`config.mk`:
```
export PLATFORM = sky130hd
export DESIGN_NAME = multicycle_divider
export DESIGN_NICKNAME = d
export VERILOG_FILES = /design/src/rtl/multicycle_divider_pkg.sv /design/src/rtl/multicycle_divider.sv
export SDC_FILE = /design/constraint.sdc
export NUM_CORES = 1
export LEC_CHECK = 0
export CAP_MARGIN = 15
export CORE_MARGIN = 4
export CORE_UTILIZATION = 53
export CTS_BUF_LIST = sky130_fd_sc_hd__clkbuf_4
export DETAILED_ROUTE_END_ITERATION = 8
export GPL_TIMING_DRIVEN = 1
export PLACE_DENSITY_LB_ADDON = 0.08
export SYNTH_ARGS = -nofsm -noshare
export SYNTH_HDL_FRONTEND = slang
export SYNTH_SLANG_ARGS = --single-unit
```
`constraint.sdc`:
```
create_clock -name clk -period 3.3 [get_ports clk]
set_clock_uncertainty 0.15 [all_clocks]
set_input_delay 0.66 -clock clk [delete_from_list [all_inputs] [get_ports clk]]
set_output_delay 0.66 -clock clk [all_outputs]
set_load 0.05 [all_outputs]
```
`src/rtl/multicycle_divider_pkg.sv`:
```
// Shared definitions for the EXE-stage divider.
//   - DIV_WIDTH: datapath width, shared with the HI/LO registers and the
//     pipeline controller.
//   - div_state_e: divider FSM encoding (IDLE, CALC, DONE).
//   - cond_negate / magnitude: two's-complement helpers, also reused by the
//     multiplier. Negation wraps modulo 2^DIV_WIDTH, so the magnitude of the
//     most negative value is returned as the unsigned value 2^(DIV_WIDTH-1).
package multicycle_divider_pkg;

  localparam int DIV_WIDTH = 32;

  typedef enum logic [1:0] {
    ST_IDLE = 2'd0,
    ST_CALC = 2'd1,
    ST_DONE = 2'd2
  } div_state_e;

  function automatic logic [DIV_WIDTH-1:0] cond_negate(
    input logic [DIV_WIDTH-1:0] val,
    input logic                 neg
  );
    return neg ? (~val + DIV_WIDTH'(1)) : val;
  endfunction

  function automatic logic [DIV_WIDTH-1:0] magnitude(
    input logic [DIV_WIDTH-1:0] val,
    input logic                 is_signed
  );
    return cond_negate(val, is_signed & val[DIV_WIDTH-1]);
  endfunction

endpackage

```
`src/rtl/multicycle_divider.sv`:
```
// Iterative radix-2 restoring divider for MIPS DIV/DIVU in the EXE stage.
// LO receives the quotient and HI receives the remainder.
//
// Ports:
//   clk, reset     : clock and synchronous active-high reset
//   i_start        : divide request, held while the instruction sits in EXE
//   i_signed       : 1 = DIV, 0 = DIVU (sampled with i_start)
//   i_dividend     : rs operand
//   i_divisor      : rt operand
//   i_cancel       : MEM exception flush; aborts any operation
//   o_busy         : stall request (start cycle plus every CALC cycle)
//   o_done         : one-cycle pulse in DONE; results valid this cycle
//   o_quotient     : LO value
//   o_remainder    : HI value
//   o_div_by_zero  : divisor-was-zero flag for the last result
//   o_state        : current FSM state (debug visibility)
//
// Result timing: during the DONE cycle the final result is formed from the
// datapath registers and driven onto the outputs together with o_done; at the
// end of that cycle it is committed to the output registers, which then hold
// it. A cancel in DONE suppresses both o_done and the commit, so the outputs
// keep the previous result.
//
// Handshake: i_start is a level request, not a valid/ready transfer. A start
// is accepted only in IDLE when i_cancel is low; i_start is ignored in CALC
// and DONE, so an instruction held in EXE through DONE does not restart.
module multicycle_divider
  import multicycle_divider_pkg::*;
#(
  parameter int WIDTH = DIV_WIDTH,
  parameter int CNT_W = 6
) (
  input  logic             clk,
  input  logic             reset,
  input  logic             i_start,
  input  logic             i_signed,
  input  logic [WIDTH-1:0] i_dividend,
  input  logic [WIDTH-1:0] i_divisor,
  input  logic             i_cancel,
  output logic             o_busy,
  output logic             o_done,
  output logic [WIDTH-1:0] o_quotient,
  output logic [WIDTH-1:0] o_remainder,
  output logic             o_div_by_zero,
  output logic [1:0]       o_state
);

  div_state_e       state_q, state_d;
  logic [CNT_W-1:0] cnt_q, cnt_d;
  // Partial remainder never exceeds the divisor, so WIDTH bits of storage
  // suffice; the shift/trial-subtract works on WIDTH+1 bits.
  logic [WIDTH-1:0] rem_q, rem_d;
  // Dividend shift register; quotient bits shift in from the right.
  logic [WIDTH-1:0] dvd_q, dvd_d;
  logic [WIDTH-1:0] dsr_q, dsr_d;
  logic [WIDTH-1:0] raw_dvd_q, raw_dvd_d;
  logic             quot_neg_q, quot_neg_d;
  logic             rem_neg_q, rem_neg_d;
  logic             dbz_q, dbz_d;

  logic [WIDTH-1:0] quotient_q, quotient_d;
  logic [WIDTH-1:0] remainder_q, remainder_d;
  logic             div_by_zero_q, div_by_zero_d;

  logic             accept;
  logic             commit;
  logic [WIDTH:0]   shifted;
  logic [WIDTH:0]   trial;
  logic [WIDTH-1:0] res_quot;
  logic [WIDTH-1:0] res_rem;

  assign accept = (state_q == ST_IDLE) & i_start & ~i_cancel;
  assign commit = (state_q == ST_DONE) & ~i_cancel;

  assign shifted = {rem_q, dvd_q[WIDTH-1]};
  assign trial   = shifted - {1'b0, dsr_q};

  // Divide by zero overrides the datapath result.
  assign res_quot = dbz_q ? {WIDTH{1'b1}} : cond_negate(dvd_q, quot_neg_q);
  assign res_rem  = dbz_q ? raw_dvd_q     : cond_negate(rem_q, rem_neg_q);

  always_comb begin
    state_d       = state_q;
    cnt_d         = cnt_q;
    rem_d         = rem_q;
    dvd_d         = dvd_q;
    dsr_d         = dsr_q;
    raw_dvd_d     = raw_dvd_q;
    quot_neg_d    = quot_neg_q;
    rem_neg_d     = rem_neg_q;
    dbz_d         = dbz_q;
    quotient_d    = quotient_q;
    remainder_d   = remainder_q;
    div_by_zero_d = div_by_zero_q;
    o_busy        = 1'b0;
    o_done        = 1'b0;

    unique case (state_q)
      ST_IDLE: begin
        if (accept) begin
          o_busy     = 1'b1;
          dvd_d      = magnitude(i_dividend, i_signed);
          dsr_d      = magnitude(i_divisor, i_signed);
          quot_neg_d = i_signed & (i_dividend[WIDTH-1] ^ i_divisor[WIDTH-1]);
          rem_neg_d  = i_signed & i_dividend[WIDTH-1];
          raw_dvd_d  = i_dividend;
          dbz_d      = (i_divisor == '0);
          rem_d      = '0;
          cnt_d      = CNT_W'(WIDTH);
          state_d    = ST_CALC;
        end
      end

      ST_CALC: begin
        o_busy = 1'b1;
        if (i_cancel) begin
          state_d = ST_IDLE;
        end else begin
          // Non-negative trial result: keep it and shift in a 1.
          if (!trial[WIDTH]) begin
            rem_d = trial[WIDTH-1:0];
            dvd_d = {dvd_q[WIDTH-2:0], 1'b1};
          end else begin
            rem_d = shifted[WIDTH-1:0];
            dvd_d = {dvd_q[WIDTH-2:0], 1'b0};
          end
          cnt_d = cnt_q - CNT_W'(1);
          if (cnt_q == CNT_W'(1)) begin
            state_d = ST_DONE;
          end
        end
      end

      ST_DONE: begin
        if (commit) begin
          o_done        = 1'b1;
          quotient_d    = res_quot;
          remainder_d   = res_rem;
          div_by_zero_d = dbz_q;
        end
        state_d = ST_IDLE;
      end

      default: begin
        state_d = ST_IDLE;
      end
    endcase
  end

  always_ff @(posedge clk) begin
    if (reset) begin
      state_q       <= ST_IDLE;
      cnt_q         <= '0;
      rem_q         <= '0;
      dvd_q         <= '0;
      dsr_q         <= '0;
      raw_dvd_q     <= '0;
      quot_neg_q    <= 1'b0;
      rem_neg_q     <= 1'b0;
      dbz_q         <= 1'b0;
      quotient_q    <= '0;
      remainder_q   <= '0;
      div_by_zero_q <= 1'b0;
    end else begin
      state_q       <= state_d;
      cnt_q         <= cnt_d;
      rem_q         <= rem_d;
      dvd_q         <= dvd_d;
      dsr_q         <= dsr_d;
      raw_dvd_q     <= raw_dvd_d;
      quot_neg_q    <= quot_neg_d;
      rem_neg_q     <= rem_neg_d;
      dbz_q         <= dbz_d;
      quotient_q    <= quotient_d;
      remainder_q   <= remainder_d;
      div_by_zero_q <= div_by_zero_d;
    end
  end

  // In DONE the outputs show the result being committed this cycle.
  assign o_quotient    = commit ? res_quot : quotient_q;
  assign o_remainder   = commit ? res_rem  : remainder_q;
  assign o_div_by_zero = commit ? dbz_q    : div_by_zero_q;
  assign o_state       = state_q;

endmodule

```
# ---- Word-level counts from Yosys, hierarchy flattened
# Cells that the tools add are included.
# Widths: inputs -> output; s select.
dict set report word_totals {
  ff_bits 204
  output_inout_bits 69
  inputBits 69
}
dict set report op_classes {
  n_bitwise 12
  mux 28
  reduce_logical 6
  eq_ne 6
  addsub 6
}
# cell count
set op_table {}
lappend op_table {{$mux 32} 13}
lappend op_table {{$add 32x1->32 const B} 4}
lappend op_table {{$not 32->32} 4}
lappend op_table {{$pmux 32 s2} 2}
lappend op_table {{$sub 33x32->33} 1}
lappend op_table {{$logic_not 32->1} 1}
lappend op_table {{$mux 6} 2}
lappend op_table {{$pmux 6 s2} 1}
lappend op_table {{$and 1x1->1} 6}
lappend op_table {{$eq 6x1->1 const B} 1}
lappend op_table {{$mux 2} 3}
lappend op_table {{$sub 6x1->6 const B} 1}
lappend op_table {{$mux 1} 5}
lappend op_table {{$ne 2x2->1 const B} 2}
lappend op_table {{$pmux 2 s2} 1}
lappend op_table {{$reduce_and 2->1} 2}
lappend op_table {{$ne 3x3->1 const B} 1}
lappend op_table {{$reduce_and 3->1} 1}
lappend op_table {{$eq 2x1->1 const B} 1}
lappend op_table {{$eq 2x2->1 const B} 1}
lappend op_table {{$logic_not 2->1} 1}
lappend op_table {{$pmux 1 s2} 1}
lappend op_table {{$reduce_bool 2->1} 1}
lappend op_table {{$not 1->1} 1}
lappend op_table {{$xor 1x1->1} 1}

# ---- Logic depth before layout (Yosys ltp)
dict set report logic_depth {
  depth_word 5
  depth_mapped 14
  mapped_depth_nobuf 12
}

# ---- Worst setup path after synthesis
# No wires, ideal clock.
dict set report synth_path {
  kind {reg-to-output}
  start {reg rem_q[6]}
  end {out o_remainder[20]}
  t_required_ps 2490
  path_stages_with_launch 7
  setup_slack_ps -855
  t_arrival_ps 3345
  path_buffers 0
  cell_sequence {dfxtp_1 -> or4_4 -> or4_4 -> or3_4 -> o41ai_2 -> xor2_1 -> a211oi_1}
}
dict set report synth_between {
  elab_chain_len 5
}
# element line_no
set synth_rtl {}
lappend synth_rtl {{from (decl)} multicycle_divider.sv:52} ;# logic [WIDTH-1:0] rem_q, rem_d;
lappend synth_rtl {{from (signal assigned)} multicycle_divider.sv:167} ;# rem_q <= rem_d;
lappend synth_rtl {{$not 32->32} multicycle_divider_pkg.sv:22} ;# return neg ? (~val + DIV_WIDTH'(1)) : val;
lappend synth_rtl {{$add 32x1->32} multicycle_divider_pkg.sv:22}
lappend synth_rtl {{$mux 32} multicycle_divider_pkg.sv:22}
lappend synth_rtl {{$mux 32} multicycle_divider.sv:80} ;# assign res_rem = dbz_q ? raw_dvd_q : cond_negate(rem_q, rem_neg_q);
lappend synth_rtl {{$mux 32} n/a}
lappend synth_rtl {{to (decl)} multicycle_divider.sv:43} ;# output logic [WIDTH-1:0] o_remainder,
# No other way between the ends.

# ---- Worst setup path in the final report
dict set report layout_path {
  start {reg rem_q[6]}
  end {out o_remainder[27]}
}
# Same word-level chain as after synthesis.

==> key figures <==
Global route
  • First-pass GRT wire length: 62910 um
  • Total grt overflow: 0
  • Initial antenna violation count: 3
  • All-Layer GR Usage: 29.37%
  • Vias in the first global route: 12233
  • Pin count of the biggest net entering global routing: 80

Route
  • Starting DRT DRC Count: 933
  • Via density: 5.793
  • DR WL/cell: 18.58 um
  • Antenna-violating nets left: 0
  • DRT Pass-1 Iters: 5
  • Routed WL: 41530 um
  • Vias: 12948
  • Residual DRC: 0

Die
  • Die area: 25930 um2
  • Ports: 138
  • Chip Height: 161.0 um
  • Die Wd: 161.0 um
  • Starting density of the core: 54.32%
  • Cell row count: 55
  • Core area: 22850 um2

Synthesis
  • Area share of the largest cell type after synthesis: 32.91%
  • Synthesized area per cell: 7.544 um2
  • Async set or reset register ratio after synthesis: 0%
  • Prevailing post-synth register cell: dfxtp_1
  • Sequential share of the synthesized area: 32.91%
  • Synth cell types: 69
  • Synth area leader: dfxtp_1
  • YS warnings: 0
  • Syn Inst Count: 1645
  • Most common cell in the netlist: nand2_1
  • Post-synth top cells: nand2_1, dfxtp_1, nor2_1
  • Post-synth EDFFs: 0
  • Post-Syn Area: 12410 um2
  • FF+latch count, synth: 204
  • Syn_nets: 1753
  • Synth area leaders: dfxtp_1, a21oi_1, nand2_1

Worst hold path
  • Hold path start: reset
  • Worst Hold Class: primary input to flop
  • Hold path depth: 2

Timing
  • Fin crit period: 4.214 ns
  • Slew Limit Fails: 0
  • Fmax: 0.2373 GHz
  • RSZ-0062 raised after global routing: yes
  • Setup ws final: -0.9140 ns
  • Least-Margin Pin Slew: 0.9996 ns
  • Final hold violations: 0
  • Final period util: 127.7%
  • Slew HR: 33.36%
  • # setup viols final: 46

Worst setup path
  • Critical Path AT: 3.40 ns
  • Setup crit start: rem_q[6]$_SDFFE_PP0P_
  • Most common cell on crit path: or4_4
  • Worst reg2reg startpoint: dvd_q[31]$_SDFFE_PP0P_
  • Critical path capture point type: primary output
  • Req. time, crit path: 2.49 ns
  • Reg2Reg Depth: 16
  • Critical Path Start Type: flop
  • Worst path slowest cell: or4_4
  • Crit path max fanout: 4
  • Worst-path cell chain: or4_4 > or4_4 > nor3_4 > nand2_4 > o31ai_2 > xor2_1 > o211ai_1 > buf_12
  • CP peak stage delay: 0.53 ns
  • Crit path kind: flop to primary output

Clock tree
  • Sink Count: 204
  • CTS H-tree lvls: 2
  • Num CTS Buffers: 55
  • CTS Root Cell: clkbuf_4
  • Worst-path clk slew: 0.07 ns
  • Insertion delay to the later sink of the worst-skew pair: 0.67 ns
  • CTS tree: yes
  • CTS max path bufs: 3

Final layout
  • Fraction of layout instances using a drive strength above 1: 25.43%
  • Area growth syn-to-layout: 41.06%
  • Fillers: 1670
  • Layout net count: 1992
  • Post-layout util: 76.62%

Run
  • Max-Cap Viols: 0

Status
  • Outcome: finished with violations
  • Failing checks: negative setup slack

Placed design
  • Post-DP HPWL: 28610 um
  • IO Port Bufs: 137
  • GPL Wtd Cong: 0.9235
  • Setup WS pre-CTS: -0.2594 ns

Power
  • VDD IR-drop max: 0.0002020 V
  • Switching Fraction: 31.57%
  • Leakage Power: 6.666 nW
  • Clock share of power: 34.2%
  • Switch Pwr: 0.001986 W
  • Power Density: 359.3 nW/um2
  • Power share of the combinational group: 23.8%
  • Seq pwr share: 41.9%
  • Internal power: 0.004303 W
  • Power Total: 0.006288 W
==> metal layers <==
layer / GRT usage (%) / vias to the layer above / wire length [um]
met5: 0 / - / 0
met4: 12.52 / 0 / 1742
met3: 4.032 / 106 / 2193
met2: 51.75 / 445 / 20680
met1: 36.02 / 6144 / 16910
li1: - / 6253 / -
==> through the flow <==
| step | instances | area (um2) | hold WS (ns) | setup TNS [ns] |
|---|---|---|---|---|
| 2_1_floorplan | 1645 | 12590 | 0.2819 | -2.585 |
| 3_3_place_gp | 2108 | 15530 | 0.2900 | -1.746 |
| 3_5_place_dp | 2108 | 15530 | 0.2962 | -2.848 |
| 4_1_cts | 2221 | 17070 | 0.1737 | -22.91 |
| 5_1_grt | 2235 | 17500 | 0.2149 | -28.90 |
| 6_report | 2235 | 17500 | 0.2266 | -23.37 |
==> cells in the final DEF (no fill, tap or decap), types with 15 or more instances in the layout <==
cell	count
o21ai_1	26
dfxtp_1	189
nor3_1	23
ha_1	35
o21ai_0	51
mux2i_1	27
clkbuf_4	80
o21ai_2	32
nor2_1	172
a21oi_1	138
clkdlybuf4s50_1	69
a21oi_2	39
nand2_1	202
xnor2_1	59
nand3_1	15
buf_4	118
nor2b_1	65
or3_1	16
buf_6	22
buf_12	68
xor2_1	74
a211oi_1	49
o211ai_1	15
inv_1	52
==> kinds of logic after synthesis <==
group / synth area share [%]
fa+ha+maj: 3.993
mux: 2.178
compound gates: 23.05
simple gates: 23.26
flops: 32.91
xor+xnor: 9.881
buf+inv: 4.729
==> registers in the layout, summed over array words and instances, names as in the netlist <==
name and count:
remainder_q 32, quotient_q 32, o_state 2, quot_neg_q 1, raw_dvd_q 32, cnt_q 6, dsr_q 32, div_by_zero_q 1
rem_neg_q 1, dvd_q 32, dbz_q 1, rem_q 32
==> power by group through the flow <==
| stage | sequential [W] | clock, W | combinational (W) |
|---|---|---|---|
| after floorplan | 0.00266 | 0 | 0.000760 |
| after global placement | 0.00267 | 0 | 0.00119 |
| after detailed placement | 0.00267 | 0 | 0.00120 |
| after CTS | 0.00263 | 0.00219 | 0.00138 |
| after global routing | 0.00265 | 0.00232 | 0.00161 |
| final | 0.00264 | 0.00215 | 0.00150 |
==> worst paths after layout <==
path                                  endpoint  slack, ns
hold / removal    remainder_q[24]$_SDFFE_PP0N_       0.23
setup reg to reg        rem_q[25]$_SDFFE_PP0P_       0.06
setup / recovery               o_remainder[27]      -0.91
hold reg to reg     raw_dvd_q[15]$_SDFFE_PP0P_       0.30
==> cell type report <==
cell class / count / area, um2 / area share (%)
Multi-Input combinational cell: 1286 / 8851 / 50.56
Sequential cell: 204 / 4108 / 23.47
Timing Repair Buffer: 281 / 3281 / 18.74
Clock buffer: 80 / 600.6 / 3.431
Tap cell: 313 / 391.6 / 2.237
Inverter: 56 / 215.2 / 1.229
Clock inverter: 12 / 50.05 / 0.2859
Antenna cell: 3 / 7.507 / 0.04289
==> worst max-delay path, delay by kind of cell (launching register included) <==
kind	cells	cell delay (ns)
XOR/XNOR	1	0.13
AO/OA/AOI/OAI	2	0.75
buffers and inverters	1	0.21
AND/OR/NAND/NOR	4	1.32
flip-flops	1	0.32
==> timing repair <==
item,4_1_cts,5_1_grt
endpoints found under the setup margin,53,88
resized for setup,159,79
hold buffers,0,0
hold endpoints to repair,0,0
buffers inserted,22,17
cloned,2,1
pin swaps,81,56
Note: power is estimated with default switching activity, not from simulation.
